[config.mk]
export PLATFORM = sky130hd
export DESIGN_NAME = multicycle_ctrl_param
export DESIGN_NICKNAME = d
export VERILOG_FILES = /design/src/rtl/multicycle_ctrl_param.sv
export SDC_FILE = /design/constraint.sdc
export NUM_CORES = 1
export LEC_CHECK = 0
export ABC_AREA = 1
export CAP_MARGIN = 20
export CELL_PAD_IN_SITES_DETAIL_PLACEMENT = 1
export CELL_PAD_IN_SITES_GLOBAL_PLACEMENT = 1
export CORE_AREA = 10 10 73 121
export DETAILED_ROUTE_END_ITERATION = 12
export DIE_AREA = 0 0 83 131
export DONT_BUFFER_PORTS = 1
export PLACE_DENSITY_LB_ADDON = 0.25
export RECOVER_POWER = 50
export SLEW_MARGIN = 0
export SYNTH_ARGS = -nofsm -noshare
export SYNTH_HDL_FRONTEND = slang
export SYNTH_SLANG_ARGS = --single-unit
[constraint.sdc]
create_clock -name clk -period 1.8 [get_ports clk]
set_clock_uncertainty 0.2 [all_clocks]
set_input_delay 0.09 -clock clk [delete_from_list [all_inputs] [get_ports clk]]
set_output_delay 0.09 -clock clk [all_outputs]
set_load 0.05 [all_outputs]
[src/rtl/multicycle_ctrl_param.sv]
// Multicycle CPU control FSM: decodes op/op_ext into datapath selects and enables,
// with ready-handshaked memory states, a programmable WAIT delay and instruction-boundary halt.
module multicycle_ctrl_param #(
  parameter int unsigned WAIT_W       = 22,
  parameter int unsigned DEFAULT_WAIT = 2097152,
  parameter bit          MEM_HS       = 1'b1
) (
  input  logic              clk,
  input  logic              reset,
  input  logic [3:0]        op,
  input  logic [3:0]        op_ext,
  input  logic              branch,
  input  logic [WAIT_W-1:0] wait_count,
  input  logic              mem_ready,
  input  logic              halt_req,
  output logic [1:0]        WD_S,
  output logic [1:0]        ALUA_S,
  output logic [1:0]        ALUB_S,
  output logic [1:0]        MEM_DATA_S,
  output logic [1:0]        MEM_S,
  output logic              PC_S,
  output logic              PC_EN,
  output logic              REG_WR_EN,
  output logic              INSTR_EN,
  output logic              ALU_OUT_EN,
  output logic              MEM_REG_EN,
  output logic              MEM_WR_S,
  output logic              SE_SIGN,
  output logic              PSR_EN,
  output logic              halted,
  output logic [4:0]        state_o
);

  typedef enum logic [4:0] {
    S_FETCH      = 5'd0,
    S_DECODE     = 5'd1,
    S_RTYPE_EX   = 5'd2,
    S_ITYPE_EX   = 5'd3,
    S_WRITE      = 5'd4,
    S_LB_MEM     = 5'd5,
    S_LB_LOAD    = 5'd6,
    S_SB_MEM_R   = 5'd7,
    S_SB_MEM_I   = 5'd8,
    S_CALC_DISP  = 5'd9,
    S_PC_UP      = 5'd10,
    S_JUMP       = 5'd11,
    S_CALC_RLINK = 5'd12,
    S_WR_RLINK_J = 5'd13,
    S_PURGATORY  = 5'd14,
    S_WAIT       = 5'd15,
    S_HALT       = 5'd16
  } state_t;

  state_t            state, state_next;
  logic [WAIT_W-1:0] ctr, ctr_next;
  logic              fetch_stalled, fetch_stalled_next;
  logic              rdy;
  logic              halt_go;

  // Without the handshake every memory state completes in one cycle.
  assign rdy     = MEM_HS ? mem_ready : 1'b1;
  // Halt only before the fetch has started, so no fetched instruction is dropped.
  assign halt_go = halt_req && !fetch_stalled;
  assign state_o = state;

  always_ff @(posedge clk) begin
    if (!reset) begin
      state         <= S_FETCH;
      ctr           <= '0;
      fetch_stalled <= 1'b0;
    end else begin
      state         <= state_next;
      ctr           <= ctr_next;
      fetch_stalled <= fetch_stalled_next;
    end
  end

  always_comb begin
    state_next         = state;
    ctr_next           = ctr;
    fetch_stalled_next = 1'b0;
    case (state)
      S_FETCH: begin
        if (halt_go) begin
          state_next = S_HALT;
        end else if (rdy) begin
          state_next = S_DECODE;
        end else begin
          fetch_stalled_next = 1'b1;
        end
      end
      S_DECODE: begin
        case (op)
          4'b0100: begin
            case (op_ext)
              4'b0100: state_next = S_SB_MEM_R;
              4'b0000: state_next = S_LB_MEM;
              4'b1100: state_next = branch ? S_JUMP : S_PC_UP;
              4'b1000: state_next = S_CALC_RLINK;
              default: state_next = S_PURGATORY;
            endcase
          end
          4'b0000: state_next = S_RTYPE_EX;
          4'b1000: state_next = (op_ext == 4'b0100) ? S_RTYPE_EX : S_ITYPE_EX;
          4'b1100: state_next = branch ? S_CALC_DISP : S_PC_UP;
          default: state_next = S_ITYPE_EX;
        endcase
      end
      S_RTYPE_EX: begin
        case (op_ext)
          4'b1011: state_next = S_PC_UP;
          4'b0000: begin
            state_next = S_WAIT;
            ctr_next   = (wait_count != '0) ? wait_count : WAIT_W'(DEFAULT_WAIT);
          end
          default: state_next = S_WRITE;
        endcase
      end
      S_ITYPE_EX: begin
        case (op)
          4'b1011: state_next = S_PC_UP;
          4'b0111: state_next = S_SB_MEM_I;
          default: state_next = S_WRITE;
        endcase
      end
      S_WAIT: begin
        // Counter value is the number of WAIT cycles still owed, including this one.
        if (ctr <= WAIT_W'(1)) state_next = S_PC_UP;
        if (ctr != '0) ctr_next = ctr - WAIT_W'(1);
      end
      S_LB_MEM:     if (rdy) state_next = S_LB_LOAD;
      S_SB_MEM_R:   if (rdy) state_next = S_PC_UP;
      S_SB_MEM_I:   if (rdy) state_next = S_PC_UP;
      S_WRITE:      state_next = S_PC_UP;
      S_LB_LOAD:    state_next = S_PC_UP;
      S_CALC_RLINK: state_next = S_WR_RLINK_J;
      S_CALC_DISP:  state_next = S_FETCH;
      S_JUMP:       state_next = S_FETCH;
      S_WR_RLINK_J: state_next = S_FETCH;
      S_PC_UP:      state_next = S_FETCH;
      S_PURGATORY:  state_next = S_PURGATORY;
      S_HALT:       state_next = halt_req ? S_HALT : S_FETCH;
      default:      state_next = S_FETCH;
    endcase
  end

  // Moore decode of the datapath controls; only INSTR_EN/MEM_REG_EN see mem_ready.
  // Held at defaults while reset is low so an aborted instruction writes nothing.
  always_comb begin
    WD_S       = 2'b00;
    ALUA_S     = 2'b00;
    ALUB_S     = 2'b00;
    MEM_DATA_S = 2'b00;
    MEM_S      = 2'b00;
    PC_S       = 1'b0;
    PC_EN      = 1'b0;
    REG_WR_EN  = 1'b0;
    INSTR_EN   = 1'b0;
    ALU_OUT_EN = 1'b0;
    MEM_REG_EN = 1'b0;
    MEM_WR_S   = 1'b0;
    SE_SIGN    = 1'b1;
    PSR_EN     = 1'b0;
    halted     = 1'b0;
    if (reset) begin
      case (state)
        S_FETCH: begin
          MEM_S    = 2'b01;
          INSTR_EN = rdy && !halt_go;
        end
        S_RTYPE_EX: begin
          ALU_OUT_EN = 1'b1;
          PSR_EN     = 1'b1;
        end
        S_ITYPE_EX: begin
          ALUA_S     = 2'b10;
          ALU_OUT_EN = 1'b1;
          PSR_EN     = 1'b1;
          SE_SIGN    = !(op == 4'b0001 || op == 4'b0010 || op == 4'b0011);
        end
        S_WRITE: begin
          WD_S      = 2'b11;
          REG_WR_EN = 1'b1;
        end
        S_LB_MEM: begin
          WD_S       = 2'b10;
          MEM_REG_EN = rdy;
        end
        S_LB_LOAD: begin
          WD_S      = 2'b10;
          REG_WR_EN = 1'b1;
        end
        S_SB_MEM_R: begin
          MEM_WR_S = 1'b1;
        end
        S_SB_MEM_I: begin
          MEM_S      = 2'b10;
          MEM_WR_S   = 1'b1;
          MEM_DATA_S = 2'b01;
        end
        S_CALC_DISP: begin
          ALUA_S = 2'b01;
          ALUB_S = 2'b01;
          PC_S   = 1'b1;
          PC_EN  = 1'b1;
        end
        S_PC_UP: begin
          ALUA_S = 2'b01;
          ALUB_S = 2'b10;
          PC_S   = 1'b1;
          PC_EN  = 1'b1;
        end
        S_JUMP: begin
          PC_EN = 1'b1;
        end
        S_CALC_RLINK: begin
          ALUA_S     = 2'b01;
          ALUB_S     = 2'b10;
          ALU_OUT_EN = 1'b1;
        end
        S_WR_RLINK_J: begin
          WD_S      = 2'b11;
          REG_WR_EN = 1'b1;
          PC_EN     = 1'b1;
        end
        S_HALT: begin
          halted = 1'b1;
        end
        default: ;
      endcase
    end
  end

endmodule
==> results of run 1 <==
metal layers:
layer  up-vias  routed length (um)  global-route usage (%)
li1       1623                   -                       -
met1      1692                4190                    17.0
met2       142                7080                    40.7
met3        54                 640                    3.22
met4         0                 861                    12.3
met5         -                   0                       0
area by class of cell:
cell class / instances / area [um2] / area share (%)
Clock buffer: 4 / 88.8 / 2.08
Sequential cell: 28 / 584 / 13.7
Multi-Input combinational cell: 363 / 2200 / 51.6
Timing Repair Buffer: 104 / 1090 / 25.5
Tap cell: 84 / 105 / 2.46
Inverter: 45 / 203 / 4.74
state kept, by name, indices dropped and copies added (netlist names):
register,count
state_o,5
ctr,22
fetch_stalled,1
repair_timing:
item / 4_1_cts / 5_1_grt
pin swaps: 16 / 30
hold buffers: 23 / 0
setup endpoints to repair: 38 / 40
gates resized for setup: 63 / 103
buffers inserted: 11 / 7
endpoints found under the hold margin: 22 / 0
gates cloned: 0 / 1
synthesized netlist by cell type, types with 4 or more instances:
master    number  area, um2
nor2_1        97        364
o21ai_0       23        115
dfxtp_1       28        561
nand3b_1       6       45.0
nand2_1      133        499
inv_1         42        158
nand3_1       26        130
buf_6          4       45.0
nor3_1        12       60.1
a21oi_1       36        180
nand4_1        7       43.8
clkbuf_1       7       26.3
final timing paths:
| check | slack (ns) | to | start | cells past startpoint |
|---|---|---|---|---|
| max | -0.10 | state_o[3] | ctr[1] | 11 |
| min | 0.03 | ctr[5] | reset | 3 |
| max reg2reg | -0.10 | state_o[3] | ctr[1] | 11 |
| min reg2reg | 0.30 | ctr[14] | ctr[14] | 2 |
worst max-delay path, stage by stage, from the launching register on:
cell and delay, ns:
dfxtp_2 0.34, inv_4 0.08, buf_4 0.12, ha_1 0.15, nand2_1 0.09, a21oi_2 0.21
nand2_1 0.10, nand2_1 0.09, nand2_2 0.10, inv_2 0.10, nand2_1 0.08, a21oi_1 0.16
power by group:
group          leakage [nW]  switching, mW  total, mW  internal (mW)
sequential            0.232          0.160      0.859          0.699
clock                0.0442          0.255      0.598          0.343
combinational          1.66           1.41       2.24          0.833
logic make-up (layout without fill, tap and decap cells):
kind of cell | count (synthesis) | in the layout | synth area share, %
AOI/OAI and AO/OA | 69 | 69 | 15.6
xor gates and xnor gates | 3 | 3 | 1.06
adders and majority gates | 3 | 3 | 1.51
buffers and inverters | 59 | 153 | 10.5
DFF | 28 | 28 | 22.5
other | 1 | 1 | 0.151
and+or+nand+nor | 287 | 287 | 48.6
==> flow_metrics.py, run 1 <==
metrics = {
    "run_status": {
        "status": "complete, but fails checks",
        "violations": "setup timing",
    },
    "clock_network": {
        "h-tree-depth": 1,
        "cts_buffers": 3,
        "ctsLongestPathBuffers": 2,
        "cts_sinks": 28,
        "cts_tree": "built",
        "root_buffer": "clkbuf_16",
        "clock_latency_ns": 0.28,
        "clkSlewWorstSetupHoldPaths_ns": 0.08,
    },
    "setup_path": {
        "crit_fanout": 4,
        "crit_required_ns": 1.79,
        "critPathKind": "reg -> reg",
        "arrival_ns": 1.89,
        "worstSetupStartpointType": "flop",
        "end_kind": "flop",
    },
    "logic_synthesis": {
        "syn-num-nets": 488,
        "syn_area_um2": 2490,
        "syn_inst": 450,
        "avgSynthCellArea_um2": 5.53,
        "async_flop_share_pct": 0,
        "seq_area_frac_synth_pct": 22.5,
        "ys.flop_type": "dfxtp_1",
        "ys_seq_elements": 28,
        "synth-edff-count": 0,
        "synthDistinctLibCells": 30,
        "ys_warn_count": 0,
    },
    "routing": {
        "wl_mm": 12.8,
        "drtPass1Iterations": 4,
        "drc_errors": 0,
        "first_iter_violations": 125,
        "vias": 3511,
        "wl_per_cell_um": 20.3,
        "vias_per_cell": 5.59,
        "ant_nets": 0,
    },
    "sta": {
        "fin_hold_ws_ns": 0.0252,
        "setup_viol": 25,
        "fin_ws_ns": -0.102,
        "period_needed_ns": 1.90,
        "slew_viol_final": 0,
        "max_freq_ghz": 0.526,
        "rsz0062_at_grt": "yes",
        "tightest_slew_ns": 0.474,
        "maxSlewHeadroom_pct": 67.6,
        "timing.final.crit_share_pct": 106,
        "finalHoldViolCount": 0,
        "finalSetupTns_ns": -1.12,
    },
    "floorplan": {
        "io_pins": 60,
        "initial_core_util_pct": 36.5,
        "die_w_um": 83,
        "row_count": 40,
        "die_area_um2": 10900,
        "die_h_um": 131,
        "core_um2": 6810,
    },
    "global_route": {
        "grt_pass1_wl_mm": 17.9,
        "grt_max_degree": 23,
        "track_usage_pct": 19.8,
        "overflow": 0,
        "grt_pass1_vias": 3746,
        "antenna_found_initial": 0,
    },
    "finish": {
        "drive_gt1_share_pct": 39.9,
        "final_cell_mix": "nand2_1 (105), nor2_1 (64), buf_4 (55)",
        "num-fill-cells": 855,
        "final_common_cell": "nand2_1",
        "finalInstanceArea_um2": 4280,
        "diodes": 0,
        "syn_to_final_growth_pct": 71.9,
        "final_cells": 628,
        "num-nets-final": 583,
        "final_util_pct": 62.8,
    },
    "power": {
        "leakage_nw": 1.94,
        "p_total_mw": 3.70,
        "powerDensity_nw_per_um2": 865,
        "irDropWorstVdd_mv": 0.452,
    },
    "place": {
        "io_buffers": 0,
        "dpl_cell_area_um2": 3280,
        "place_congestion": 0.920,
        "dp_cells": 584,
        "hpwlAfterDp_mm": 8.14,
        "pre_cts_ws_ns": -0.159,
    },
    "hold_path": {
        "hold_class": "in -> reg",
    },
    "job": {
        "maxCapViolations": 0,
    },
}
Power figures use the tool's default switching activity.
==> run 2, diff against run 1 <==
- SKIP_LAST_GASP: not set -> 1
==> flow_metrics.py, run 2 (synthesis gave the netlist of run 1 again) <==
metrics = {
    "routing": {
        "drc_errors": 0,
        "vias": 3376,
        "first_iter_violations": 92,
        "ant_nets": 0,
        "vias_per_cell": 5.38,
        "wl_per_cell_um": 18.1,
        "drtPass1Iterations": 5,
        "wl_mm": 11.4,
    },
    "global_route": {
        "grt_pass1_wl_mm": 17.6,
        "grt_max_degree": 23,
        "track_usage_pct": 19.5,
        "antenna_found_initial": 0,
        "grt_pass1_vias": 3701,
        "overflow": 0,
    },
    "place": {
        "hpwlAfterDp_mm": 8.14,
        "dpl_cell_area_um2": 3280,
        "io_buffers": 0,
        "place_congestion": 0.920,
        "pre_cts_ws_ns": -0.159,
    },
    "sta": {
        "max_freq_ghz": 0.530,
        "timing.final.crit_share_pct": 105,
        "fin_ws_ns": -0.0871,
        "finalHoldViolCount": 1,
        "period_needed_ns": 1.89,
        "fin_hold_ws_ns": -0.00387,
        "rsz0062_at_grt": "yes",
        "tightest_slew_ns": 0.605,
        "setup_viol": 21,
        "maxSlewHeadroom_pct": 59.9,
        "slew_viol_final": 0,
    },
    "floorplan": {
        "initial_core_util_pct": 36.5,
        "row_count": 40,
        "die_w_um": 83,
        "die_area_um2": 10900,
        "io_pins": 60,
        "core_um2": 6810,
        "die_h_um": 131,
    },
    "clock_network": {
        "root_buffer": "clkbuf_16",
        "cts_tree": "built",
        "clkSlewWorstSetupHoldPaths_ns": 0.08,
        "cts_sinks": 28,
        "clock_latency_ns": 0.28,
        "ctsLongestPathBuffers": 2,
        "cts_buffers": 3,
        "h-tree-depth": 1,
    },
    "setup_path": {
        "critPathKind": "reg -> reg",
        "reg2reg_slack_ns": -0.09,
        "arrival_ns": 1.85,
        "critPathMaxStageDelay_ns": 0.40,
        "crit_fanout": 11,
        "end_kind": "flop",
        "crit_required_ns": 1.77,
        "worstSetupStartpointType": "flop",
        "r2r-end": "ctr[13]",
        "crit_buf_inv": 3,
        "reg2reg_from": "state_o[0]",
        "worst-r2r-cell-count": 10,
        "critical-path-top-delay-family": "simple AND/OR/NAND/NOR gates",
        "path_cells": "inv_1 > nand2_1 > nor2_4 > nand2_1 > nand2_2 > o21ai_4 > buf_12 > buf_8 > o21ai_0 > a21oi_1",
        "crit_slowest_cell": "dfxtp_4",
        "cpMostUsedCell": "nand2_1",
    },
    "finish": {
        "final_cell_mix": "nand2_1 (116), nor2_1 (67), buf_4 (56)",
        "max_flop_register": "ctr",
        "largest_register_ffs": 22,
        "num-nets-final": 582,
        "diodes": 0,
        "finalInstanceArea_um2": 4060,
        "final_common_cell": "nand2_1",
        "drive_gt1_share_pct": 34.3,
        "syn_to_final_growth_pct": 63.2,
    },
    "hold_path": {
        "hold_class": "in -> reg",
        "min_to": "ctr[15]",
        "hp-start": "wait_count[15]",
        "whs_path_depth": 4,
    },
    "run_status": {
        "status": "complete, but fails checks",
        "violations": "hold timing, setup timing",
    },
    "power": {
        "irDropWorstVdd_mv": 0.384,
        "leakage_nw": 1.90,
        "powerDensity_nw_per_um2": 882,
    },
    "job": {
        "maxCapViolations": 0,
    },
}
## run 2: layout make-up
type | instances | area, um2
Fill cell | 894 | 2750
Multi-Input combinational cell | 363 | 2040
Timing Repair Buffer | 103 | 1050
Sequential cell | 28 | 588
Inverter | 45 | 191
Tap cell | 84 | 105
Clock buffer | 4 | 88.8
## run 2: worst max-delay path by stage
stage / startpoint / to / slack, ns / cells after the start
floorplan: state_o[3] / ctr[7] / 0.01 / 9
global placement: ctr[0] / ctr[12] / -0.03 / 11
detailed placement: ctr[0] / ctr[12] / -0.16 / 11
CTS: state_o[3] / ctr[0] / -0.05 / 9
global route: ctr[14] / ctr[3] / -0.20 / 9
finish: state_o[0] / ctr[13] / -0.09 / 10
## run 2: timing repair
item / CTS / global route
setup endpoints to repair: 38 / 40
gates resized for setup: 52 / 59
hold buffers: 23 / 0
pin swaps: 16 / 18
cloned: 0 / 0
endpoints found under the hold margin: 22 / 0
buffers inserted: 11 / 7
## run 2: through the flow
| stage | TNS (ns) | cells | utilization (%) | hold WS [ns] | total power, mW |
|---|---|---|---|---|---|
| 6_report | -1.13 | 627 | 59.6 | -0.00387 | 3.58 |
| 5_1_grt | -3.71 | 627 | 59.6 | 0.0298 | 3.77 |
| 4_1_cts | -0.559 | 621 | 56.4 | 0.00268 | 3.31 |
| 3_5_place_dp | -2.44 | 584 | 48.2 | -0.0300 | 2.49 |
| 3_3_place_gp | -0.0656 | 584 | 48.2 | -0.0323 | 2.44 |
| 2_1_floorplan | 0 | 450 | - | -0.0332 | 1.83 |
## run 2: power breakdown
group	internal, mW	switching, mW
Clock	0.343	0.261
Combinational	0.819	1.32
Sequential	0.699	0.145
## run 2: metal layers
metal	wire [um]	vias up	track usage, %	share of wire [%]
met5	0	-	0	0
met4	634	0	13.0	5.6
met3	485	41	3.16	4.3
met2	6430	95	39.8	56
met1	3830	1616	16.8	34
li1	-	1624	-	-
## run 2: tightest hold or removal path, delay by kind of cell
kind | cells | cell delay (ns)
simple gates | 2 | 0.22
buf+inv | 1 | 0.07
compound gates | 1 | 0.05
